### config.mk
export PLATFORM = sky130hd
export DESIGN_NAME = mem_ctrl
export DESIGN_NICKNAME = d
export VERILOG_FILES = /design/src/rtl/mem_ctrl.sv
export SDC_FILE = /design/constraint.sdc
export NUM_CORES = 1
export LEC_CHECK = 0
export ABC_AREA = 1
export ABC_CLOCK_PERIOD_IN_PS = 3200
export BUFFER_PORTS_ARGS = -buffer_cell sky130_fd_sc_hd__buf_2
export CELL_PAD_IN_SITES_DETAIL_PLACEMENT = 1
export CELL_PAD_IN_SITES_GLOBAL_PLACEMENT = 1
export CORE_AREA = 2 2 149 151
export CTS_CLUSTER_SIZE = 10
export DETAILED_ROUTE_END_ITERATION = 10
export DIE_AREA = 0 0 151 153
export GPL_ROUTABILITY_DRIVEN = 0
export PLACE_DENSITY = 0.8
export SETUP_SLACK_MARGIN = 0.15
export SLEW_MARGIN = 40
export SYNTH_ARGS = -nofsm -noshare
export SYNTH_HDL_FRONTEND = slang
export SYNTH_SLANG_ARGS = --single-unit
### constraint.sdc
create_clock -name clk -period 3.2 [get_ports clk]
set_input_delay 0.64 -clock clk [delete_from_list [all_inputs] [get_ports clk]]
set_output_delay 0.64 -clock clk [all_outputs]
set_load 0.005 [all_outputs]
### src/rtl/mem_ctrl.sv
// Memory-access stage: ALU and HI/LO results pass through, and MIPS loads/stores run over a req/ack bus.
// Define MEM_ALIGN_CHECK_EN to trap misaligned half/word accesses on addr_err_o instead of issuing them.
//
// state | meaning
// IDLE  | pass-through; a memory op raises stallreq and launches a request
// BUSY  | dbus_req held, waiting for dbus_ack or the ack timeout
// DONE  | load data and error flags presented for one cycle, stall released
module mem_ctrl #(
  parameter int ACK_TIMEOUT = 16,
  parameter int OP_W        = 4
) (
  input  logic            clk,
  input  logic            rst,
  input  logic [OP_W-1:0] mem_op_i,
  input  logic [31:0]     mem_addr_i,
  input  logic [31:0]     mem_wdata_i,
  input  logic            we_i,
  input  logic [4:0]      waddr_i,
  input  logic [31:0]     result_i,
  input  logic            whilo_i,
  input  logic [31:0]     hi_i,
  input  logic [31:0]     lo_i,
  input  logic            dbus_ack,
  input  logic [31:0]     dbus_rdata,
  output logic            we_o,
  output logic [4:0]      waddr_o,
  output logic [31:0]     result_o,
  output logic            whilo_o,
  output logic [31:0]     hi_o,
  output logic [31:0]     lo_o,
  output logic            dbus_req,
  output logic            dbus_we,
  output logic [31:0]     dbus_addr,
  output logic [3:0]      dbus_sel,
  output logic [31:0]     dbus_wdata,
  output logic            stallreq,
  output logic            bus_err_o,
  output logic            addr_err_o
);

  localparam int CNT_W = (ACK_TIMEOUT < 2) ? 1 : $clog2(ACK_TIMEOUT + 1);
  localparam logic [CNT_W-1:0] CNT_LAST = CNT_W'(ACK_TIMEOUT - 1);

  localparam logic [OP_W-1:0] OP_LB  = OP_W'(1);
  localparam logic [OP_W-1:0] OP_LBU = OP_W'(2);
  localparam logic [OP_W-1:0] OP_LH  = OP_W'(3);
  localparam logic [OP_W-1:0] OP_LHU = OP_W'(4);
  localparam logic [OP_W-1:0] OP_LW  = OP_W'(5);
  localparam logic [OP_W-1:0] OP_SB  = OP_W'(6);
  localparam logic [OP_W-1:0] OP_SH  = OP_W'(7);
  localparam logic [OP_W-1:0] OP_SW  = OP_W'(8);

  typedef enum logic [1:0] {
    S_IDLE = 2'd0,
    S_BUSY = 2'd1,
    S_DONE = 2'd2
  } state_e;

  state_e           state_q, state_d;
  logic [CNT_W-1:0] cnt_q, cnt_d;
  logic [31:0]      rdata_q, rdata_d;
  logic             abort_q, abort_d;
  logic             misal_q, misal_d;
  logic             req_q, req_d;

  logic        is_load, is_store, is_mem;
  logic        is_byte, is_half, is_word, is_signed;
  logic        misal;
  logic [7:0]  ld_byte;
  logic [15:0] ld_half;
  logic [31:0] ld_data;
  logic [3:0]  st_sel;
  logic [31:0] st_wdata;

  always_comb begin
    is_load   = 1'b0;
    is_store  = 1'b0;
    is_byte   = 1'b0;
    is_half   = 1'b0;
    is_word   = 1'b0;
    is_signed = 1'b0;
    case (mem_op_i)
      OP_LB:   begin is_load  = 1'b1; is_byte = 1'b1; is_signed = 1'b1; end
      OP_LBU:  begin is_load  = 1'b1; is_byte = 1'b1; end
      OP_LH:   begin is_load  = 1'b1; is_half = 1'b1; is_signed = 1'b1; end
      OP_LHU:  begin is_load  = 1'b1; is_half = 1'b1; end
      OP_LW:   begin is_load  = 1'b1; is_word = 1'b1; end
      OP_SB:   begin is_store = 1'b1; is_byte = 1'b1; end
      OP_SH:   begin is_store = 1'b1; is_half = 1'b1; end
      OP_SW:   begin is_store = 1'b1; is_word = 1'b1; end
      default: ;
    endcase
    is_mem = is_load | is_store;
  end

`ifdef MEM_ALIGN_CHECK_EN
  assign misal = (is_half & mem_addr_i[0]) | (is_word & (mem_addr_i[1:0] != 2'b00));
`else
  assign misal = 1'b0;
`endif

  // Big-endian lanes: byte 0 lives in bits [31:24].
  always_comb begin
    case (mem_addr_i[1:0])
      2'b00:   ld_byte = rdata_q[31:24];
      2'b01:   ld_byte = rdata_q[23:16];
      2'b10:   ld_byte = rdata_q[15:8];
      default: ld_byte = rdata_q[7:0];
    endcase
    ld_half = mem_addr_i[1] ? rdata_q[15:0] : rdata_q[31:16];
    if (is_byte) begin
      ld_data = is_signed ? {{24{ld_byte[7]}}, ld_byte} : {24'd0, ld_byte};
    end else if (is_half) begin
      ld_data = is_signed ? {{16{ld_half[15]}}, ld_half} : {16'd0, ld_half};
    end else begin
      ld_data = rdata_q;
    end
  end

  always_comb begin
    st_sel   = 4'b1111;
    st_wdata = mem_wdata_i;
    if (is_store && is_byte) begin
      st_wdata = {4{mem_wdata_i[7:0]}};
      case (mem_addr_i[1:0])
        2'b00:   st_sel = 4'b1000;
        2'b01:   st_sel = 4'b0100;
        2'b10:   st_sel = 4'b0010;
        default: st_sel = 4'b0001;
      endcase
    end else if (is_store && is_half) begin
      st_wdata = {2{mem_wdata_i[15:0]}};
      st_sel   = mem_addr_i[1] ? 4'b0011 : 4'b1100;
    end
  end

  always_ff @(posedge clk or negedge rst) begin
    if (!rst) begin
      state_q <= S_IDLE;
      cnt_q   <= '0;
      rdata_q <= '0;
      abort_q <= 1'b0;
      misal_q <= 1'b0;
      req_q   <= 1'b0;
    end else begin
      state_q <= state_d;
      cnt_q   <= cnt_d;
      rdata_q <= rdata_d;
      abort_q <= abort_d;
      misal_q <= misal_d;
      req_q   <= req_d;
    end
  end

  always_comb begin
    state_d = state_q;
    cnt_d   = cnt_q;
    rdata_d = rdata_q;
    abort_d = abort_q;
    misal_d = misal_q;
    req_d   = 1'b0;
    case (state_q)
      S_IDLE: begin
        cnt_d   = '0;
        abort_d = 1'b0;
        misal_d = 1'b0;
        if (is_mem) begin
          if (misal) begin
            state_d = S_DONE;
            misal_d = 1'b1;
          end else begin
            state_d = S_BUSY;
            req_d   = 1'b1;
          end
        end
      end
      S_BUSY: begin
        // An ack on the final allowed cycle still wins over the timeout.
        if (dbus_ack) begin
          rdata_d = dbus_rdata;
          state_d = S_DONE;
        end else if (cnt_q == CNT_LAST) begin
          abort_d = 1'b1;
          state_d = S_DONE;
        end else begin
          cnt_d = cnt_q + CNT_W'(1);
          req_d = 1'b1;
        end
      end
      S_DONE: begin
        state_d = S_IDLE;
      end
      default: begin
        state_d = S_IDLE;
      end
    endcase
  end

  always_comb begin
    we_o       = we_i;
    waddr_o    = waddr_i;
    result_o   = result_i;
    whilo_o    = whilo_i;
    hi_o       = hi_i;
    lo_o       = lo_i;
    dbus_req   = req_q;
    dbus_we    = 1'b0;
    dbus_addr  = '0;
    dbus_sel   = '0;
    dbus_wdata = '0;
    stallreq   = 1'b0;
    bus_err_o  = 1'b0;
    addr_err_o = 1'b0;
    case (state_q)
      S_IDLE: begin
        if (is_mem) begin
          stallreq = 1'b1;
          we_o     = 1'b0;
        end
      end
      S_BUSY: begin
        stallreq   = 1'b1;
        we_o       = 1'b0;
        dbus_we    = is_store;
        dbus_addr  = {mem_addr_i[31:2], 2'b00};
        dbus_sel   = st_sel;
        dbus_wdata = is_store ? st_wdata : 32'd0;
      end
      S_DONE: begin
        if (is_load) begin
          result_o = ld_data;
          we_o     = we_i & ~abort_q & ~misal_q;
        end else if (is_store) begin
          we_o = 1'b0;
        end
        bus_err_o = abort_q;
`ifdef MEM_ALIGN_CHECK_EN
        addr_err_o = misal_q;
`endif
      end
      default: ;
    endcase
    // Outputs are forced quiet while reset is held, including the pass-through paths.
    if (!rst) begin
      we_o       = 1'b0;
      waddr_o    = '0;
      result_o   = '0;
      whilo_o    = 1'b0;
      hi_o       = '0;
      lo_o       = '0;
      dbus_req   = 1'b0;
      dbus_we    = 1'b0;
      dbus_addr  = '0;
      dbus_sel   = '0;
      dbus_wdata = '0;
      stallreq   = 1'b0;
      bus_err_o  = 1'b0;
      addr_err_o = 1'b0;
    end
  end

endmodule
==> flow_summary.json, run 1 <==
{
  "status": "complete, no violations",
  "relSlewSlack": 0.494,
  "die_h_um": 153,
  "grt_antenna_before_repair": 3,
  "synthArstFlopShare": 1.00,
  "hp-class": "in -> async",
  "finalNetCount": 1415,
  "synth_cells": 859,
  "numCtsBuffers": 5,
  "syn_to_final_growth_pct": 48.9,
  "setup_viol": 0,
  "viasPerCell": 4.53,
  "synth_cell_types": 31,
  "drtIter0Drc": 371,
  "overflow": 0,
  "die_w_um": 151,
  "pwr-share-seq": 0.323,
  "rsz0062_at_grt": "false",
  "clockBufferDepth": 2,
  "htreeDepth": 2,
  "slew_violations": 0,
  "synth_top_area_cell": "nand2_1",
  "fin_tns_setup_ns": 0,
  "fin_skew_ns": 0.00960,
  "p_leak_uw": 0.00453,
  "wl_per_cell_um": 15.6,
  "drv_cap": 0,
  "hpwl_mm": 19.3,
  "initial_utilization": 0.214,
  "via_count": 6737,
  "critPathLaunch": "mem_op_i[1]",
  "io_pins": 382,
  "r2r-start": "state_q[0]",
  "cp-start-kind": "primary input",
  "tightest_slew_ns": 0.759,
  "grt_pass1_vias": 6748,
  "wirelength_mm": 23.2,
  "grt_usage": 0.192,
  "total_power_uw": 3070,
  "synth_edf_count": 0,
  "final_layout_size_suffix_gt1_frac": 0.358,
  "cp_data_arrival_time_ns": 2.25,
  "netlist_top_cells_area": "nand2_1, dfrtp_1, inv_1",
  "r2r_end": "rdata_q[29]",
  "route.detailed.drc": 0,
  "path_class": "in -> out",
  "combPwrFrac": 0.509,
  "ys_ff_latch": 41,
  "cts_hold_repair.buffers": 0,
  "r2r_cells": 6,
  "fin_crit_ns": 2.89,
  "rows": 54,
  "pwr_density_cell_nw_per_um2": 448,
  "syn_area_per_cell_sq_um": 5.36,
  "critPathRequiredTime_ns": 2.56,
  "synth_top_flop_cell": "dfrtp_1",
  "die_area_sq_um": 23100,
  "clock_tree.root_cell": "clkbuf_16",
  "p_int_uw": 1610,
  "antennaDiodeCount": 0,
  "fmax_mhz": 346,
  "grt_pass1_wl_mm": 35.7,
  "cp_max_fo": 14,
  "ys_warn_count": 0,
  "synth_most_common_cell": "nand2_1",
  "cts_sinks": 41,
  "port_buffers": 378,
  "post_cts_buffers": 0,
  "ys_seq_area_frac": 0.223,
  "grt_max_degree": 79,
  "clock_latency_ns": 0.29,
  "endpoint_kind": "output pin",
  "swShare": 0.477,
  "cts_tree": "yes",
  "fin_cells": 1488,
  "post-route-period-util": 0.904,
  "synth_common_cells": "nand2_1, inv_1, a21oi_1",
  "netSwitchingPower_uw": 1470,
  "vdd_drop_max_mv": 0.243,
  "reg2reg_slack_ns": 1.12,
  "hold_viol_final": 0,
  "drt_first_pass_iters": 5,
  "fin_hold_ws_ns": 0.149,
  "syn_area_sq_um": 4610,
  "dp.cells": 1480,
  "cts_resized": 0,
  "synth_top_area_share": 0.284,
  "core_area_sq_um": 21500,
  "pwr-share-clk": 0.167,
  "cts.clk_slew.worst_paths_ns": 0.06,
  "ant_nets": 0
}
[worst max-delay path, cell delays in order]
cell and delay (ns):
buf_2 0.21, nand2_2 0.12, inv_1 0.10, nand2_4 0.07, nand2_2 0.22, nand2_2 0.19
inv_2 0.15, nand2_1 0.07, nand3_1 0.07, nand2_1 0.10, a21oi_1 0.15, buf_2 0.14
[worst max-delay path by stage]
stage | to | slack, ns | cells after the start
6_report | result_o[0] | 0.31 | 12
5_1_grt | result_o[20] | 0.15 | 11
4_1_cts | result_o[20] | 0.34 | 9
3_5_place_dp | result_o[20] | 0.34 | 9
3_3_place_gp | result_o[20] | 0.39 | 9
2_1_floorplan | result_o[22] | 0.86 | 9
[layout make-up]
cell class	count	area, sq um
clock buffers	5	125
flip-flops and latches	41	1030
clock inverters	3	25.0
fillers	2999	14600
multi-input cells	643	2830
well taps	280	350
repair buffers	394	2040
inverters	122	458
[through the flow]
step | area (sq um) | worst slack (ns) | util
after floorplan | 4610 | 0.858 | -
after global placement | 6710 | 0.385 | 0.312
after detailed placement | 6710 | 0.345 | 0.312
after CTS | 6860 | 0.342 | 0.319
after global routing | 6860 | 0.153 | 0.319
final | 6860 | 0.308 | 0.319
[cells by family (layout without fill, tap and decap cells)]
kind of cell / Yosys count / count (layout) / share of synthesized area
flip-flops: 41 / 41 / 0.223
buffers and inverters: 177 / 524 / 0.164
adder cells (fa/ha/maj): 2 / 2 / 0.00543
other: 1 / 3 / 0.000814
AND/OR/NAND/NOR: 509 / 509 / 0.465
AO/OA/AOI/OAI: 129 / 129 / 0.142
[per-layer routing]
| layer | global-route usage | routed length [um] |
|---|---|---|
| met3 | 0.0510 | 2060 |
| met1 | 0.250 | 10200 |
| met4 | 0.0325 | 293 |
| met5 | 0 | 32 |
| met2 | 0.323 | 10600 |
[sequential cells by signal, indices dropped and copies added (netlist names)]
register and count:
abort_q 1, cnt_q 5, rdata_q 32, req_q 1, state_q 2
[placed cells by master, fill, tap and decap left out]
cell type / count
o21ai_1: 6
clkinv_4: 1
clkbuf_16: 5
nor4_1: 1
nor3_1: 1
inv_1: 109
nor3b_1: 1
o21ai_2: 1
nand3_4: 1
inv_6: 1
nor2_1: 68
nand3b_1: 10
nand2_4: 2
o22ai_1: 2
conb_1: 3
nand4_1: 24
o21ai_0: 50
nand2_1: 349
buf_12: 2
clkinv_1: 1
buf_4: 15
nand3_1: 37
a21oi_1: 69
nor2_2: 2
nor2_4: 3
clkinvlp_4: 1
dfrtp_1: 41
o31ai_1: 1
ha_1: 2
nand2_2: 10
inv_2: 12
buf_2: 377
[power by group through the flow]
stage / logic, uW / clock network [uW] / registers [uW]
floorplan: 943 / 0 / 864
finish: 1560 / 515 / 994
global route: 1780 / 542 / 1020
detailed placement: 1550 / 0 / 988
CTS: 1570 / 523 / 983
global placement: 1520 / 0 / 974
Note: power is estimated with default switching activity, not from simulation.
==> run 2, diff against run 1 <==
- BUFFER_PORTS_ARGS: -buffer_cell sky130_fd_sc_hd__buf_2 -> -buffer_cell sky130_fd_sc_hd__buf_4
==> run 2 against run 1 <==
  * Power rose by 3.3%
  * Register-to-register slack improved by 0.09 ns
  * Flip-flop and latch count did not move
  * Largest power group unchanged
  * Critical endpoint is now result_o[8]
  * Global-route usage rose by 0.80 points
  * Via count fell by 1.2%
  * Worst hold slack improved by 0.31 ns
  * Count of clock-buffer cells in the layout did not move
  * Die area did not move
  * First-iteration DRC count fell by 0.81%
  * Routed wire length rose by 4.9%
  * Fmax rose by 1.0%
  * Clock skew fell by 0.0059 ns
==> flow_summary.json, run 2 (synthesized netlist as in run 1, its figures left out) <==
{
  "final_cell_mix": "buf_4, nand2_1, inv_1, a21oi_1, nor2_1",
  "fill_cells": 2911,
  "slew_violations": 0,
  "p_leak_uw": 0.00473,
  "cp_data_arrival_time_ns": 2.22,
  "grt_max_degree": 120,
  "top_register": "rdata_q",
  "setup_slack_ns": 0.337,
  "fin_crit_ns": 2.86,
  "rows": 54,
  "hpwl_mm": 20.0,
  "drv_cap": 0,
  "die_w_um": 151,
  "port_buffers": 378,
  "vdd_drop_max_mv": 0.232,
  "fin_tns_setup_ns": 0,
  "drtIter0Drc": 368,
  "viasPerCell": 4.48,
  "cts_hold_repair.buffers": 0,
  "finalNetCount": 1411,
  "cts_tree": "yes",
  "rsz0062_at_grt": "false",
  "top_regs": "rdata_q x32, cnt_q x5, state_q x2",
  "die_h_um": 153,
  "fin_skew_ns": 0.00372,
  "final_layout_size_suffix_gt1_frac": 0.356,
  "clock_latency_ns": 0.29,
  "via_count": 6655,
  "core_area_sq_um": 21500,
  "critPathRequiredTime_ns": 2.56,
  "endpoint_kind": "output pin",
  "wl_per_cell_um": 16.4,
  "path_class": "in -> out",
  "cp-start-kind": "primary input",
  "htreeDepth": 2,
  "numCtsBuffers": 5,
  "hold_viol_final": 0,
  "route.detailed.drc": 0,
  "io_pins": 382,
  "cp_max_fo": 23,
  "final_common_cell": "buf_4",
  "initial_utilization": 0.214,
  "multi_input_area_sq_um": 2840,
  "cts.clk_slew.worst_paths_ns": 0.06,
  "grt_antenna_before_repair": 0,
  "antennaDiodeCount": 0,
  "hp-class": "in -> async",
  "cts_resized": 0,
  "grt_pass1_wl_mm": 36.8,
  "post-route-period-util": 0.895,
  "grt_pass1_vias": 6757,
  "grt_usage": 0.200,
  "clockBufferDepth": 2,
  "dp_slack_ns": 0.290,
  "cts_sinks": 41,
  "tightest_slew_ns": 0.724,
  "fmax_mhz": 349,
  "pwr_density_cell_nw_per_um2": 409,
  "ant_nets": 0,
  "clock_tree.root_cell": "clkbuf_16",
  "post_cts_buffers": 0,
  "seq_area_sq_um": 1030,
  "syn_to_final_growth_pct": 68.5,
  "die_area_sq_um": 23100,
  "largest_reg_flops": 32,
  "relSlewSlack": 0.516,
  "status": "complete, no violations",
  "setup_viol": 0,
  "drt_first_pass_iters": 4,
  "overflow": 0,
  "wirelength_mm": 24.4
}
## run 2: where the power goes
part           switching, uW  internal, uW  leakage (uW)
combinational            986           715       0.00414
clock                    221           290     0.0000702
sequential               225           738      0.000515
total                   1430          1740       0.00473
## run 2: worst max-delay path: stages
cell and delay (ns):
buf_4 0.13, inv_2 0.11, nand2_2 0.08, o21ai_2 0.16
nand2_2 0.08, inv_2 0.24, buf_4 0.32, nand4_1 0.15
a21oi_1 0.18, buf_4 0.13
## run 2: through the flow
stage	total power (uW)	area (sq um)	utilization	hold WS, ns	std cells
3_5_place_dp	2670	7610	0.354	0.503	1476
3_3_place_gp	2640	7610	0.354	0.488	1476
6_report	3180	7760	0.361	0.459	1484
4_1_cts	3200	7750	0.361	0.491	1484
5_1_grt	3470	7760	0.361	0.498	1484
2_1_floorplan	1810	4610	-	0.344	861
## run 2: final timing paths
check	from	cells after the start	end	slack [ns]
setup / recovery	mem_op_i[3]	10	result_o[8]	0.34
hold / removal	rst	2	state_q[1]	0.46
setup reg to reg	cnt_q[0]	8	cnt_q[3]	1.21
hold reg to reg	cnt_q[0]	1	cnt_q[0]	0.52
max in group asynchronous	rst	2	rdata_q[21]	2.37
min in group clk	cnt_q[0]	1	cnt_q[0]	0.52
## run 2: routing by layer
metal	wire (um)	up-vias	global-route usage
li1	-	3326	-
met1	10400	3070	0.257
met2	11400	236	0.341
met3	2260	23	0.0507
met4	289	0	0.0356
met5	0	-	0
## run 2: layout make-up
cell class,count,area share
clock buffers,5,0.0161
clock inverters,3,0.00274
inverters,122,0.0590
multi-input cells,643,0.366
flip-flops and latches,41,0.132
well taps,280,0.0451
repair buffers,390,0.379
